--- config.mk ---
export PLATFORM = sky130hd
export DESIGN_NAME = seg_shift_ctrl
export DESIGN_NICKNAME = d
export VERILOG_FILES = /design/src/rtl/seg_shift_ctrl.sv
export SDC_FILE = /design/constraint.sdc
export NUM_CORES = 1
export LEC_CHECK = 0
export BUFFER_PORTS_ARGS = -buffer_cell sky130_fd_sc_hd__buf_2
export CAP_MARGIN = 20
export CORE_MARGIN = 5
export CORE_UTILIZATION = 60
export CTS_CLUSTER_DIAMETER = 80
export DETAILED_ROUTE_END_ITERATION = 7
export PLACE_DENSITY = 0.91
export SETUP_SLACK_MARGIN = 0.2
export SYNTH_ARGS = -nofsm -noshare
export SYNTH_HDL_FRONTEND = slang
export SYNTH_SLANG_ARGS = --single-unit
--- constraint.sdc ---
create_clock -name clk -period 3.4 [get_ports clk]
set_input_delay 0.34 -clock clk [delete_from_list [all_inputs] [get_ports clk]]
set_output_delay 0.34 -clock clk [all_outputs]
set_load 0.05 [all_outputs]
--- src/rtl/seg_shift_ctrl.sv ---
// Frame sequencer for the serial seven-segment chain: scans the mapper, shifts bytes MSB-first, latches.
// Optional macro SEG_AUTO_REFRESH_EN adds a free-running REFRESH-cycle frame request.

module seg_shift_ctrl #(
    parameter int CLK_DIV   = 1,
    parameter int NUM_BYTES = 8,
    parameter int REFRESH   = 50000
) (
    input  logic       clk,
    input  logic       rst,
    input  logic       start,
    input  logic [7:0] seg_byte,
    output logic [2:0] scan,
    output logic       seg_clk,
    output logic       seg_sout,
    output logic       seg_latch,
    output logic       seg_clrn,
    output logic       busy,
    output logic       done
);

    typedef enum logic [2:0] {
        S_IDLE,
        S_LOAD,
        S_SHIFT,
        S_LATCH,
        S_DONE
    } state_t;

    localparam logic [7:0] DIV_LAST  = 8'(CLK_DIV - 1);
    localparam logic [2:0] SCAN_LAST = 3'(NUM_BYTES - 1);

    if (CLK_DIV < 1 || CLK_DIV > 255 || NUM_BYTES < 1 || NUM_BYTES > 8 || REFRESH < 1) begin : g_bad_params
        $error("seg_shift_ctrl: CLK_DIV, NUM_BYTES or REFRESH out of range");
    end

    state_t     state_q, state_d;
    logic [2:0] scan_q, scan_d;
    logic [7:0] sr_q, sr_d;
    logic [2:0] bitcnt_q, bitcnt_d;
    logic [7:0] divcnt_q, divcnt_d;
    logic       seg_clk_q, seg_clk_d;
    logic       seg_latch_q, seg_latch_d;
    logic       seg_clrn_q, seg_clrn_d;
    logic       busy_q, busy_d;
    logic       done_q, done_d;

    logic       div_end;
    logic       frame_req;
    logic       accept;

    assign div_end = (divcnt_q == DIV_LAST);
    assign accept  = (state_q == S_IDLE) && frame_req;

`ifdef SEG_AUTO_REFRESH_EN
    localparam logic [31:0] REFRESH_LAST = 32'(REFRESH - 1);

    logic [31:0] refresh_cnt_q, refresh_cnt_d;
    logic        refresh_pend_q, refresh_pend_d;
    logic        refresh_wrap;

    assign refresh_wrap = (refresh_cnt_q == REFRESH_LAST);
    assign frame_req    = start | refresh_pend_q;

    // A single pending flag: a wrap while one is already pending collapses into it.
    always_comb begin
        refresh_cnt_d  = refresh_wrap ? '0 : refresh_cnt_q + 32'd1;
        refresh_pend_d = refresh_wrap | (refresh_pend_q & ~accept);
    end

    always_ff @(posedge clk) begin
        if (rst) begin
            refresh_cnt_q  <= '0;
            refresh_pend_q <= 1'b0;
        end else begin
            refresh_cnt_q  <= refresh_cnt_d;
            refresh_pend_q <= refresh_pend_d;
        end
    end
`else
    assign frame_req = start;
`endif

    always_comb begin
        // NOTE: every _d gets a hold default first so no path through the case infers a latch.
        state_d     = state_q;
        scan_d      = scan_q;
        sr_d        = sr_q;
        bitcnt_d    = bitcnt_q;
        divcnt_d    = divcnt_q;
        seg_clk_d   = seg_clk_q;
        seg_latch_d = seg_latch_q;
        seg_clrn_d  = ~rst;
        busy_d      = busy_q;
        done_d      = 1'b0;

        case (state_q)
            S_IDLE: begin
                if (accept) begin
                    state_d = S_LOAD;
                    busy_d  = 1'b1;
                    scan_d  = '0;
                end
            end
            S_LOAD: begin
                // The mapper has had this whole cycle to settle on the current scan.
                sr_d      = seg_byte;
                bitcnt_d  = '0;
                divcnt_d  = '0;
                seg_clk_d = 1'b0;
                state_d   = S_SHIFT;
            end
            S_SHIFT: begin
                if (!div_end) begin
                    divcnt_d = divcnt_q + 8'd1;
                end else begin
                    divcnt_d = '0;
                    if (!seg_clk_q) begin
                        seg_clk_d = 1'b1;
                    end else begin
                        // Data moves on the same edge seg_clk falls, so it is stable across every rise.
                        seg_clk_d = 1'b0;
                        sr_d      = {sr_q[6:0], 1'b0};
                        bitcnt_d  = bitcnt_q + 3'd1;
                        if (bitcnt_q == 3'd7) begin
                            if (scan_q == SCAN_LAST) begin
                                state_d     = S_LATCH;
                                seg_latch_d = 1'b1;
                            end else begin
                                scan_d  = scan_q + 3'd1;
                                state_d = S_LOAD;
                            end
                        end
                    end
                end
            end
            S_LATCH: begin
                if (!div_end) begin
                    divcnt_d = divcnt_q + 8'd1;
                end else begin
                    divcnt_d    = '0;
                    seg_latch_d = 1'b0;
                    done_d      = 1'b1;
                    busy_d      = 1'b0;
                    scan_d      = '0;
                    state_d     = S_DONE;
                end
            end
            S_DONE: begin
                state_d = S_IDLE;
            end
            default: begin
                state_d = S_IDLE;
            end
        endcase
    end

    // NOTE: state updates use <= so every flop samples the pre-edge values of the others.
    always_ff @(posedge clk) begin
        if (rst) begin
            state_q     <= S_IDLE;
            scan_q      <= '0;
            sr_q        <= '0;
            bitcnt_q    <= '0;
            divcnt_q    <= '0;
            seg_clk_q   <= 1'b0;
            seg_latch_q <= 1'b0;
            busy_q      <= 1'b0;
            done_q      <= 1'b0;
        end else begin
            state_q     <= state_d;
            scan_q      <= scan_d;
            sr_q        <= sr_d;
            bitcnt_q    <= bitcnt_d;
            divcnt_q    <= divcnt_d;
            seg_clk_q   <= seg_clk_d;
            seg_latch_q <= seg_latch_d;
            busy_q      <= busy_d;
            done_q      <= done_d;
        end
        seg_clrn_q <= seg_clrn_d;
    end

    // sr is empty outside SHIFT, so its MSB is also the idle/latch value of seg_sout.
    assign scan      = scan_q;
    assign seg_clk   = seg_clk_q;
    assign seg_sout  = sr_q[7];
    assign seg_latch = seg_latch_q;
    assign seg_clrn  = seg_clrn_q;
    assign busy      = busy_q;
    assign done      = done_q;

endmodule

==> run metrics, run 1 <==
result of the run finished clean; number of distinct library cells after synthesis 49; setup repair after global routing missed its margin false; cell with the largest stage delay on the worst path sky130_fd_sc_hd__a31o_1; non-filler cells in the finished layout 208; leftover overflow at the end of global routing 0; count of hold buffers inserted by post-cts repair 0; kind of end point of the critical path flip-flop; Max Clock Freq 0.492 GHz; global-route wire length before repair 5.29 mm; global-route usage over all layers 19.8%; effective utilization at floorplan 62.2%; Port Buffers 19; worst endpoint data arrival time 2.28 ns; number of max-slew violations in the final report 0; number of buffers inserted during clock tree synthesis 5; # rows 18; class of the most critical setup path reg -> reg; relative slew slack 45.8%; final-layout setup total negative slack 0 ns; area leader, netlist sky130_fd_sc_hd__dfxtp_1; count of vias placed by the detailed router 1289; number of top-level pins 20; Via-to-Cell Ratio 6.20; Routed WL per cell 15.1 um; weighted congestion reported at the end of routability-driven placement 0.761; overall die height 60.7 um; share of the yosys chip area belonging to registers 39.0%; number of nets with antenna violations after detailed routing 0; total core area 0.00248 mm^2; GRT met1 Usage 22.8%; Tcrit/Tclk final 59.8%; final-layout fill cell count 199; Die Span X 60.7 um; root buffer cell sky130_fd_sc_hd__clkbuf_4; fin crit period 2.03 ns; number of global-route vias before repair 1210; layout cells sized above 1 21.3%; met2 capacity usage during global routing 31.1%; antenna violations before repair 0; Hold Crit Class in -> reg; setup skew after layout 0.00487 ns; residual DRC count 0; Clock transition at path regs 0.08 ns; area of the die 0.00368 mm^2; number of synthesized flops with an enable pin 0; Yosys warning count 0; Post-Synthesis Mean Instance Area 9.52 um^2; leakage power of the design 0.704 nW; number of gates given a new drive strength after cts 0; Max Cap Viol 0; detailed placement HPWL 2.28 mm; maximum vdd ir drop 0.337 mV; GR peak layer met2; required time of the critical path 3.65 ns; delay of the slowest critical-path stage 0.58 ns; largest net degree at the start of global routing 31; met3 Use GR 7.23%; nets 195; Final setup viols 0; type of element launching the critical path flip-flop; Syn-to-layout area delta 6.90%; insertion delay to the later sink of the worst-skew pair 0.34 ns; ys async rst share 0%; maximum root-to-sink buffer count 2; cell area power density 401 mW/mm^2; area of the mapped netlist 0.00154 mm^2; leading cell types by total area after synthesis sky130_fd_sc_hd__dfxtp_1, sky130_fd_sc_hd__mux2i_1, sky130_fd_sc_hd__ha_1, sky130_fd_sc_hd__nor2_1, sky130_fd_sc_hd__a211oi_1; clock net sink count 30; number of placed instances with taps included 201; flop and latch count out of synthesis 30; initial detailed-routing violation count 53; total routed wirelength 3.14 mm; Finished Core Util 66.5%; transition time of the tightest slew-check pin 0.811 ns; count of final hold-check violations 0; share of Yosys cell area claimed by the top area cell type 39.0%; antenna fix cells 0; critical path, cell by cell nor3b_1, a31o_1, nor2_1, a211oi_1; number of buffers inserted by post-CTS setup repair 0; total number of H-tree levels 2; first-pass iteration count of the detailed router 4; synthesized net count 179; post-synthesis cell count 162; Crit Path Max Fanout 17; Primary FF master, synth sky130_fd_sc_hd__dfxtp_1; CTS tree done
## routing by layer
layer | share of wire (%) | wire, um
met1 | 42 | 1320
met2 | 51 | 1590
met3 | 4.8 | 152
met4 | 2.3 | 72
met5 | 0 | 0
## power by group
group	internal [mW]	switching, mW	leakage, nW
clock	0.0777	0.120	0.0254
combinational	0.0316	0.0571	0.435
sequential	0.365	0.0109	0.244
## cell usage after synthesis, types with 2 or more instances
cell type	count
sky130_fd_sc_hd__a211oi_1	7
sky130_fd_sc_hd__a21oi_1	2
sky130_fd_sc_hd__a21oi_2	3
sky130_fd_sc_hd__a22oi_1	2
sky130_fd_sc_hd__a311oi_1	2
sky130_fd_sc_hd__a31oi_1	2
sky130_fd_sc_hd__a32o_2	2
sky130_fd_sc_hd__a41oi_1	2
sky130_fd_sc_hd__buf_2	3
sky130_fd_sc_hd__buf_4	2
sky130_fd_sc_hd__buf_6	2
sky130_fd_sc_hd__clkbuf_1	2
sky130_fd_sc_hd__dfxtp_1	30
sky130_fd_sc_hd__ha_1	6
sky130_fd_sc_hd__inv_1	4
sky130_fd_sc_hd__mux2i_1	9
sky130_fd_sc_hd__nand2_1	10
sky130_fd_sc_hd__nand3_1	9
sky130_fd_sc_hd__nand3_2	2
sky130_fd_sc_hd__nand4_1	3
sky130_fd_sc_hd__nor2_1	20
sky130_fd_sc_hd__nor2b_1	3
sky130_fd_sc_hd__nor3_1	2
sky130_fd_sc_hd__nor3b_1	3
sky130_fd_sc_hd__nor4_1	2
sky130_fd_sc_hd__o2111ai_1	3
sky130_fd_sc_hd__o21ai_0	3
## cell usage in the layout (no fill, tap or decap), drive strengths merged, types with 2 or more instances in the layout
| cell type | count |
|---|---|
| inv | 4 |
| a41oi | 2 |
| nand3 | 11 |
| a311oi | 2 |
| nor4 | 2 |
| a21oi | 5 |
| a211oi | 7 |
| nor3 | 3 |
| o21ai | 3 |
| nor2 | 20 |
| mux2i | 9 |
| clkbuf | 7 |
| and3 | 2 |
| nor2b | 3 |
| ha | 6 |
| a31oi | 2 |
| nand2 | 10 |
| nor3b | 4 |
| a32o | 2 |
| buf | 20 |
| nand4 | 3 |
| o2111ai | 3 |
| a22oi | 2 |
| dfxtp | 30 |
## path summary, 6_finish.rpt
check	from	to	slack [ns]	depth (start not counted)
min reg2reg	bitcnt_q[1]	bitcnt_q[1]	0.48	2
max reg2reg	state_q[0]	sr_q[6]	1.37	4
min	seg_byte[0]	sr_q[0]	0.28	3
max	state_q[0]	sr_q[6]	1.37	4
## worst max-delay path: cells and delay by family, from the launching register on
kind,cells,cell delay (ns)
AOI/OAI and AO/OA,2,0.81
and+or+nand+nor,2,0.60
DFF,1,0.53
## sequential cells by signal, summed over array words and instances, names as in the netlist
name and cells:
divcnt_q 8, sr_q 8, bitcnt_q 3, scan 3, state_q 3, busy 1, done 1, seg_clk 1
seg_clrn 1, seg_latch 1
## area by class of cell
type | count | area, um^2 | area share (%)
Multi-Input combinational cell | 116 | 843 | 51.2
Sequential cell | 30 | 601 | 36.4
Timing Repair Buffer | 20 | 103 | 6.23
Clock buffer | 7 | 45.0 | 2.73
Tap cell | 30 | 37.5 | 2.28
Inverter | 5 | 18.8 | 1.14
## stage by stage
| stage | worst slack (ns) | hold WS (ns) | area, um^2 | total power, mW |
|---|---|---|---|---|
| after floorplan | 1.51 | 0.444 | 1540 | 0.458 |
| after global placement | 1.50 | 0.450 | 1600 | 0.468 |
| after detailed placement | 1.38 | 0.472 | 1600 | 0.472 |
| after CTS | 1.37 | 0.261 | 1650 | 0.667 |
| after global routing | 1.18 | 0.271 | 1650 | 0.697 |
| final | 1.37 | 0.276 | 1650 | 0.661 |
## cell families after synthesis
family | after synthesis | share of synthesized area (%)
buffers and inverters | 16 | 6.33
and+or+nand+nor | 64 | 24.6
AOI/OAI and AO/OA | 37 | 19.4
adders and majority gates | 6 | 4.87
DFF | 30 | 39.0
muxes | 9 | 5.84
No activity file was read; power rests on OpenSTA's default activity.
==> inputs of run 2 (changes only) <==
Settings changed: ABC_AREA set to 1, CORE_ASPECT_RATIO set to 2, CORE_UTILIZATION 60 to 56, PLACE_DENSITY 0.91 to 0.87.
Clock period 3.4 ns to 2 ns, I/O delays scaled along.
==> run metrics, run 2 <==
result of the run finished clean (unchanged); antenna fix cells 0 (unchanged); non-filler cells in the finished layout 271 (was 208); top cells by instance count after synthesis sky130_fd_sc_hd__nand2_1, sky130_fd_sc_hd__nor2_1, sky130_fd_sc_hd__dfxtp_1 (was sky130_fd_sc_hd__dfxtp_1, sky130_fd_sc_hd__nor2_1, sky130_fd_sc_hd__nand2_1); weighted congestion reported at the end of routability-driven placement 0.898 (was 0.761); initial detailed-routing violation count 16 (was 53); post-synthesis cell count 222 (was 162); most frequent cells in the layout sky130_fd_sc_hd__nand2_1, sky130_fd_sc_hd__nor2_1, sky130_fd_sc_hd__dfxtp_1 (was sky130_fd_sc_hd__dfxtp_1, sky130_fd_sc_hd__nor2_1, sky130_fd_sc_hd__buf_2); layout cells sized above 1 18.1% (was 21.3%); sequential cell fraction of total power 35.2% (was 56.8%); share of the yosys chip area belonging to registers 39.6% (was 39.0%); Syn-to-layout area delta 11.0% (was 6.90%); most common library cell in the layout ignoring fill and taps sky130_fd_sc_hd__nand2_1 (was sky130_fd_sc_hd__dfxtp_1); nets 260 (was 195); effective utilization at floorplan 59.1% (was 62.2%); class of the most critical setup path reg -> reg (unchanged); cell area power density 1430 mW/mm^2 (was 401 mW/mm^2); CP Buf/Inv Count 3 (was 0); Hold Crit Class in -> reg (unchanged); number of buffers inserted by post-CTS setup repair 0 (unchanged); detailed placement HPWL 2.30 mm (was 2.28 mm); area of the mapped netlist 0.00152 mm^2 (was 0.00154 mm^2); total routed wirelength 3.11 mm (was 3.14 mm); number of top-level pins 20 (unchanged); area leader, netlist sky130_fd_sc_hd__dfxtp_1 (unchanged); residual DRC count 0 (unchanged); antenna violations before repair 0 (unchanged); total core area 0.00257 mm^2 (was 0.00248 mm^2); # rows 26 (was 18); leading registers by flop count divcnt_q (8), sr_q (8) (unchanged); Clock transition at path regs 0.06 ns (was 0.08 ns); number of nets with antenna violations after detailed routing 0 (unchanged); relative slew slack 64.2% (was 45.8%); area of the die 0.00391 mm^2 (was 0.00368 mm^2); type of element launching the critical path flip-flop (unchanged); switching power 1.09 mW (was 188 uW); fin crit period 1.53 ns (was 2.03 ns); Die Span X 46.8 um (was 60.7 um); post-synthesis simple-gate area fraction 36.6% (was 24.6%); Comb pwr share 46.4% (was 13.4%); Cell Int Power 1.31 mW (was 474 uW); synthesized net count 239 (was 179); global-route usage over all layers 19.4% (was 19.8%); leftover overflow at the end of global routing 0 (unchanged); worst endpoint data arrival time 1.74 ns (was 2.28 ns); number of distinct library cells after synthesis 23 (was 49); final-layout setup total negative slack 0 ns (unchanged); leading cell types by total area after synthesis sky130_fd_sc_hd__dfxtp_1, sky130_fd_sc_hd__nand2_1, sky130_fd_sc_hd__nor2_1, sky130_fd_sc_hd__ha_1, sky130_fd_sc_hd__inv_1 (was sky130_fd_sc_hd__dfxtp_1, sky130_fd_sc_hd__mux2i_1, sky130_fd_sc_hd__ha_1, sky130_fd_sc_hd__nor2_1, sky130_fd_sc_hd__a211oi_1); synthesized-area fraction occupied by ao, oa, aoi and oai cells 8.74% (was 19.4%); most repeated library cell on the critical path sky130_fd_sc_hd__inv_2; insertion delay to the later sink of the worst-skew pair 0.28 ns (was 0.34 ns); setup repair after global routing missed its margin false (unchanged); leakage power of the design 0.816 nW (was 0.704 nW); kind of end point of the critical path flip-flop (unchanged); required time of the critical path 2.21 ns (was 3.65 ns); Post-Synthesis Mean Instance Area 6.84 um^2 (was 9.52 um^2); xor/xnor cell area share of the yosys netlist 1.15% (was 0%); clock net sink count 30 (unchanged); Final setup viols 0 (unchanged); maximum root-to-sink buffer count 2 (unchanged); count of vias placed by the detailed router 1391 (was 1289); Max Cap Viol 0 (unchanged); Via-to-Cell Ratio 5.13 (was 6.20); critical path, cell by cell inv_2, nor3_2, inv_2, nand2_4, nand2_4, inv_2, nor2_1, nor2_1 (was nor3b_1, a31o_1, nor2_1, a211oi_1); number of global-route vias before repair 1435 (was 1210); total number of H-tree levels 2 (unchanged); crit-path leading delay family simple AND/OR/NAND/NOR gates (was compound AO/OA/AOI/OAI gates); Crit Path Max Fanout 12 (was 17); cell with the largest stage delay on the worst path sky130_fd_sc_hd__dfxtp_1 (was sky130_fd_sc_hd__a31o_1); number of buffers inserted during clock tree synthesis 5 (unchanged); count of final hold-check violations 0 (unchanged); Routed WL per cell 11.5 um (was 15.1 um); Synth Area in Adders 4.95% (was 4.87%); main combinational cell family by area after synthesis simple AND/OR/NAND/NOR gates (unchanged); setup skew after layout 0.00136 ns (was 0.00487 ns); count of hold buffers inserted by post-cts repair 0 (unchanged); transition time of the tightest slew-check pin 0.535 ns (was 0.811 ns); CTS tree done (unchanged); number of placed instances with taps included 264 (was 201); overall die height 83.6 um (was 60.7 um); flop and latch count out of synthesis 30 (unchanged); fraction of synthesized area in multiplexers 0% (was 5.84%); final-layout fill cell count 248 (was 199); switching power share of the total 45.5% (was 28.4%); Max Clock Freq 0.654 GHz (was 0.492 GHz); Primary FF master, synth sky130_fd_sc_hd__dfxtp_1 (unchanged); Yosys warning count 0 (unchanged); cell with the most instances after synthesis sky130_fd_sc_hd__nand2_1 (was sky130_fd_sc_hd__dfxtp_1); largest net degree at the start of global routing 19 (was 31); root buffer cell sky130_fd_sc_hd__clkbuf_8 (was sky130_fd_sc_hd__clkbuf_4); Port Buffers 19 (unchanged); share of Yosys cell area claimed by the top area cell type 39.6% (was 39.0%); clock group share of total power 18.4% (was 29.8%); first-pass iteration count of the detailed router 4 (unchanged); global-route wire length before repair 5.69 mm (was 5.29 mm); number of max-slew violations in the final report 0 (unchanged); maximum vdd ir drop 1.13 mV (was 0.337 mV); number of gates given a new drive strength after cts 0 (unchanged); Tcrit/Tclk final 76.5% (was 59.8%); ys async rst share 0% (unchanged); delay of the slowest critical-path stage 0.46 ns (was 0.58 ns); number of synthesized flops with an enable pin 0 (unchanged)
-- run 2: changes by cell type after synthesis, moves of 4 or more --
cell                       change
sky130_fd_sc_hd__nand2_1      +49
sky130_fd_sc_hd__inv_2         +6
sky130_fd_sc_hd__mux2i_1       -9
sky130_fd_sc_hd__a211oi_1      -7
sky130_fd_sc_hd__nand3_1       +4
sky130_fd_sc_hd__inv_1        +14
sky130_fd_sc_hd__o21ai_1       +7
sky130_fd_sc_hd__nor2_2        +4
sky130_fd_sc_hd__a21oi_1       +9
sky130_fd_sc_hd__nor2_1       +24
-- run 2: cell type report --
cell class / instances / area [um^2] / share of cell area [%]
clock buffer: 7 / 76.3 / 4.53
timing repair buffer: 20 / 103 / 6.09
inverter: 24 / 90.1 / 5.35
tap: 28 / 35.0 / 2.08
sequential: 30 / 601 / 35.6
multi-input combinational: 162 / 781 / 46.3
-- run 2: worst min-delay path, stage by stage --
cell and delay (ns):
sky130_fd_sc_hd__buf_2 0.10, sky130_fd_sc_hd__nand2_1 0.05, sky130_fd_sc_hd__a21oi_1 0.05
-- run 2: final timing paths --
path / start / cells past startpoint / slack [ns] / end
worst min-delay path: start / 3 / 0.18 / busy
worst max register to register: state_q[0] / 8 / 0.47 / bitcnt_q[0]
worst min register to register: seg_latch / 2 / 0.44 / seg_latch
worst max-delay path: state_q[0] / 8 / 0.47 / bitcnt_q[0]
-- run 2: cell families after synthesis --
group	after synthesis
fa+ha+maj	6
simple gates	129
xor+xnor	2
compound gates	25
buf+inv	30
flops	30
-- run 2: per-stage QoR --
step           area (um^2)  util (%)  total power, mW  hold slack [ns]  setup WS (ns)
2_1_floorplan         1520         -             1.83            0.269          0.503
3_3_place_gp          1610      62.6             1.95            0.436          0.544
3_5_place_dp          1610      62.6             1.98            0.442          0.471
4_1_cts               1690      65.6             2.43            0.173          0.457
5_1_grt               1690      65.6             2.62            0.175          0.293
6_report              1690      65.6             2.40            0.178          0.470
-- run 2: power groups by stage --
stage,clock network [mW],registers (mW),logic (mW)
5_1_grt,0.487,0.863,1.27
3_3_place_gp,0,0.851,1.10
6_report,0.441,0.846,1.12
2_1_floorplan,0,0.998,0.828
4_1_cts,0.453,0.845,1.13
3_5_place_dp,0,0.857,1.12
-- run 2: per-layer routing --
metal  GRT usage, %  part of all wire, %  vias up
li1               -                    -      727
met1           20.1                   37      629
met2           32.3                   57       27
met3           4.54                  4.2        8
met4           12.1                  1.7        0
met5              0                    0        -
==> inputs of run 3 (changes only) <==
Settings changed: ABC_AREA 1 to 0, CORE_UTILIZATION 56 to 51, PLACE_DENSITY 0.87 to 0.84.
Clock period 2 ns to 1.4 ns, I/O delays scaled along.
==> run metrics, run 3 (synthesis gave the netlist of run 1 again) <==
count of final hold-check violations 0 (unchanged); initial detailed-routing violation count 52 (was 16); number of max-slew violations in the final report 0 (unchanged); layout cells sized above 1 59.5% (was 18.1%); violations in the final reports negative setup slack; first-pass iteration count of the detailed router 4 (unchanged); class of the most critical setup path reg -> reg (unchanged); count of vias placed by the detailed router 1602 (was 1391); fin crit period 1.66 ns (was 1.53 ns); antenna fix cells 0 (unchanged); required time of the critical path 1.65 ns (was 2.21 ns); antenna violations before repair 0 (unchanged); transition time of the tightest slew-check pin 0.526 ns (was 0.535 ns); number of nets with antenna violations after detailed routing 0 (unchanged); type of element launching the critical path flip-flop (unchanged); area of the die 0.00429 mm^2 (was 0.00391 mm^2); critical path launch point state_q[2] (was state_q[0]); endpoint of the worst register-to-register path seg_latch (was bitcnt_q[0]); global-route usage over all layers 23.3% (was 19.4%); weighted congestion reported at the end of routability-driven placement 0.851 (was 0.898); Die Span X 48.9 um (was 46.8 um); largest net degree at the start of global routing 11 (was 19); area used by multi-input combinational logic 0.00109 mm^2 (was 781 um^2); worst-case reg-to-reg path depth 6 (was 8); Clock transition at path regs 0.07 ns (was 0.06 ns); final worst setup slack -0.258 ns (was 0.470 ns); FF-to-FF setup slack -0.26 ns (was 0.47 ns); leftover overflow at the end of global routing 0 (unchanged); crit-path leading delay family simple AND/OR/NAND/NOR gates (unchanged); Hold Crit Class in -> reg (unchanged); setup skew after layout 0.0110 ns (was 0.00136 ns); Reg area 621 um^2 (was 601 um^2); total routed wirelength 5.41 mm (was 3.11 mm); leakage power of the design 1.02 nW (was 0.816 nW); Port Buffers 19 (unchanged); effective utilization at floorplan 52.4% (was 59.1%); cell area power density 849 mW/mm^2 (was 1430 mW/mm^2); PnR Total Power 2.05 mW (was 2.40 mW); maximum vdd ir drop 0.796 mV (was 1.13 mV); number of global-route vias before repair 1682 (was 1435); Max Clock Freq 0.603 GHz (was 0.654 GHz); Tcrit/Tclk final 118% (was 76.5%); # rows 28 (was 26); Final setup viols 28 (was 0); global-route wire length before repair 7.53 mm (was 5.69 mm); cell with the largest stage delay on the worst path sky130_fd_sc_hd__dfxtp_2 (was sky130_fd_sc_hd__dfxtp_1); nets 243 (was 260); kind of end point of the critical path flip-flop (unchanged); critical path, cell by cell buf_4, nor3b_4, buf_4, nand4_1, nor2_1, o211a_1 (was inv_2, nor3_2, inv_2, nand2_4, nand2_4, inv_2, nor2_1, nor2_1); number of cells on the critical path 6 (was 8); detailed placement HPWL 3.26 mm (was 2.30 mm); number of buffers inserted during clock tree synthesis 5 (unchanged); Crit Path Max Fanout 4 (was 12); most frequent cells in the layout sky130_fd_sc_hd__buf_4, sky130_fd_sc_hd__dfxtp_1, sky130_fd_sc_hd__nor2_1 (was sky130_fd_sc_hd__nand2_1, sky130_fd_sc_hd__nor2_1, sky130_fd_sc_hd__dfxtp_1); maximum root-to-sink buffer count 2 (unchanged); Syn-to-layout area delta 56.6% (was 11.0%); root buffer cell sky130_fd_sc_hd__clkbuf_8 (unchanged); total core area 0.00294 mm^2 (was 0.00257 mm^2); Worst setup endpoint seg_latch (was bitcnt_q[0]); insertion delay to the later sink of the worst-skew pair 0.30 ns (was 0.28 ns); Via-to-Cell Ratio 6.23 (was 5.13); final-layout setup total negative slack -3.28 ns (was 0 ns); clock net sink count 30 (unchanged); count of hold buffers inserted by post-cts repair 0 (unchanged); final-layout fill cell count 174 (was 248); Max Cap Viol 0 (unchanged); relative slew slack 64.8% (was 64.2%); CTS tree done (unchanged); CP Buf/Inv Count 2 (was 3); total number of H-tree levels 2 (unchanged); number of top-level pins 20 (unchanged); result of the run finished, violations left (was finished clean); Routed WL per cell 21.1 um (was 11.5 um); most repeated library cell on the critical path sky130_fd_sc_hd__buf_4 (was sky130_fd_sc_hd__inv_2); residual DRC count 0 (unchanged); most common library cell in the layout ignoring fill and taps sky130_fd_sc_hd__buf_4 (was sky130_fd_sc_hd__nand2_1); leading registers by flop count divcnt_q (8), sr_q (8) (unchanged); worst endpoint data arrival time 1.90 ns (was 1.74 ns); overall die height 87.8 um (was 83.6 um); reg-to-reg critical path startpoint state_q[2] (was state_q[0]); delay of the slowest critical-path stage 0.37 ns (was 0.46 ns); setup repair after global routing missed its margin true (was false)
==> run 3: cell types whose count changed in the layout (fill, tap and decap cells not counted), sizes merged, moves of 4 or more <==
cell,before,now
a21oi,11,5
o21ai,11,3
mux2i,0,9
nand2,64,10
nor2,49,20
nor3b,0,4
buf,20,67
a211oi,0,7
inv,24,4
==> run 3: how the worst min path moves through the flow <==
stage,startpoint,end,cells after the start
2_1_floorplan,rst,seg_clrn,1
3_3_place_gp,seg_byte[0],sr_q[0],3
3_5_place_dp,seg_byte[0],sr_q[0],3
4_1_cts,seg_byte[0],sr_q[0],3
5_1_grt,seg_byte[0],sr_q[0],3
6_report,seg_byte[0],sr_q[0],3
==> run 3: routing by layer <==
metal  vias to the layer above  part of all wire (%)  GRT usage [%]
li1                        733                     -              -
met1                       768                    32           18.3
met2                        67                    55           44.3
met3                        34                   5.2           7.16
met4                         0                   7.9           19.9
met5                         -                     0              0
==> run 3: cell type report <==
| cell class | count | share of cell area [%] |
|---|---|---|
| well taps | 30 | 1.56 |
| repair buffers | 68 | 22.9 |
| clock inverters | 2 | 0.518 |
| multi-input cells | 116 | 45.1 |
| flip-flops and latches | 30 | 25.7 |
| clock buffers | 6 | 3.42 |
| inverters | 5 | 0.778 |
==> run 3: worst register-to-register path, cell delays in order, from the launching register on <==
cell	delay, ns
sky130_fd_sc_hd__dfxtp_2	0.37
sky130_fd_sc_hd__buf_4	0.18
sky130_fd_sc_hd__nor3b_4	0.32
sky130_fd_sc_hd__buf_4	0.18
sky130_fd_sc_hd__nand4_1	0.17
sky130_fd_sc_hd__nor2_1	0.21
sky130_fd_sc_hd__o211a_1	0.18
==> run 3: metrics by stage <==
step                      area, um^2  setup slack (ns)  util (%)  instances  hold slack [ns]
final                           2410            -0.258      82.0        257            0.133
after global routing            2410            -0.308      82.0        257            0.168
after CTS                       2280            -0.220      77.4        255            0.112
after detailed placement        1970            -0.227      67.0        237            0.415
after global placement          1970            -0.159      67.0        237            0.400
after floorplan                 1630            -0.250         -        162            0.294
==> run 3: report_power, final <==
group	switching (mW)	total, mW	leakage [nW]	internal [mW]
Combinational	0.219	0.385	0.722	0.166
Sequential	0.0259	0.908	0.250	0.883
Clock	0.362	0.756	0.0472	0.395
Total	0.606	2.05	1.02	1.44
==> run 3: timing repair <==
| item | 4_1_cts | 5_1_grt |
|---|---|---|
| endpoints found under the setup margin | 29 | 32 |
| buffers inserted | 10 | 2 |
| pin swaps | 12 | 6 |
| gates resized for setup | 33 | 23 |
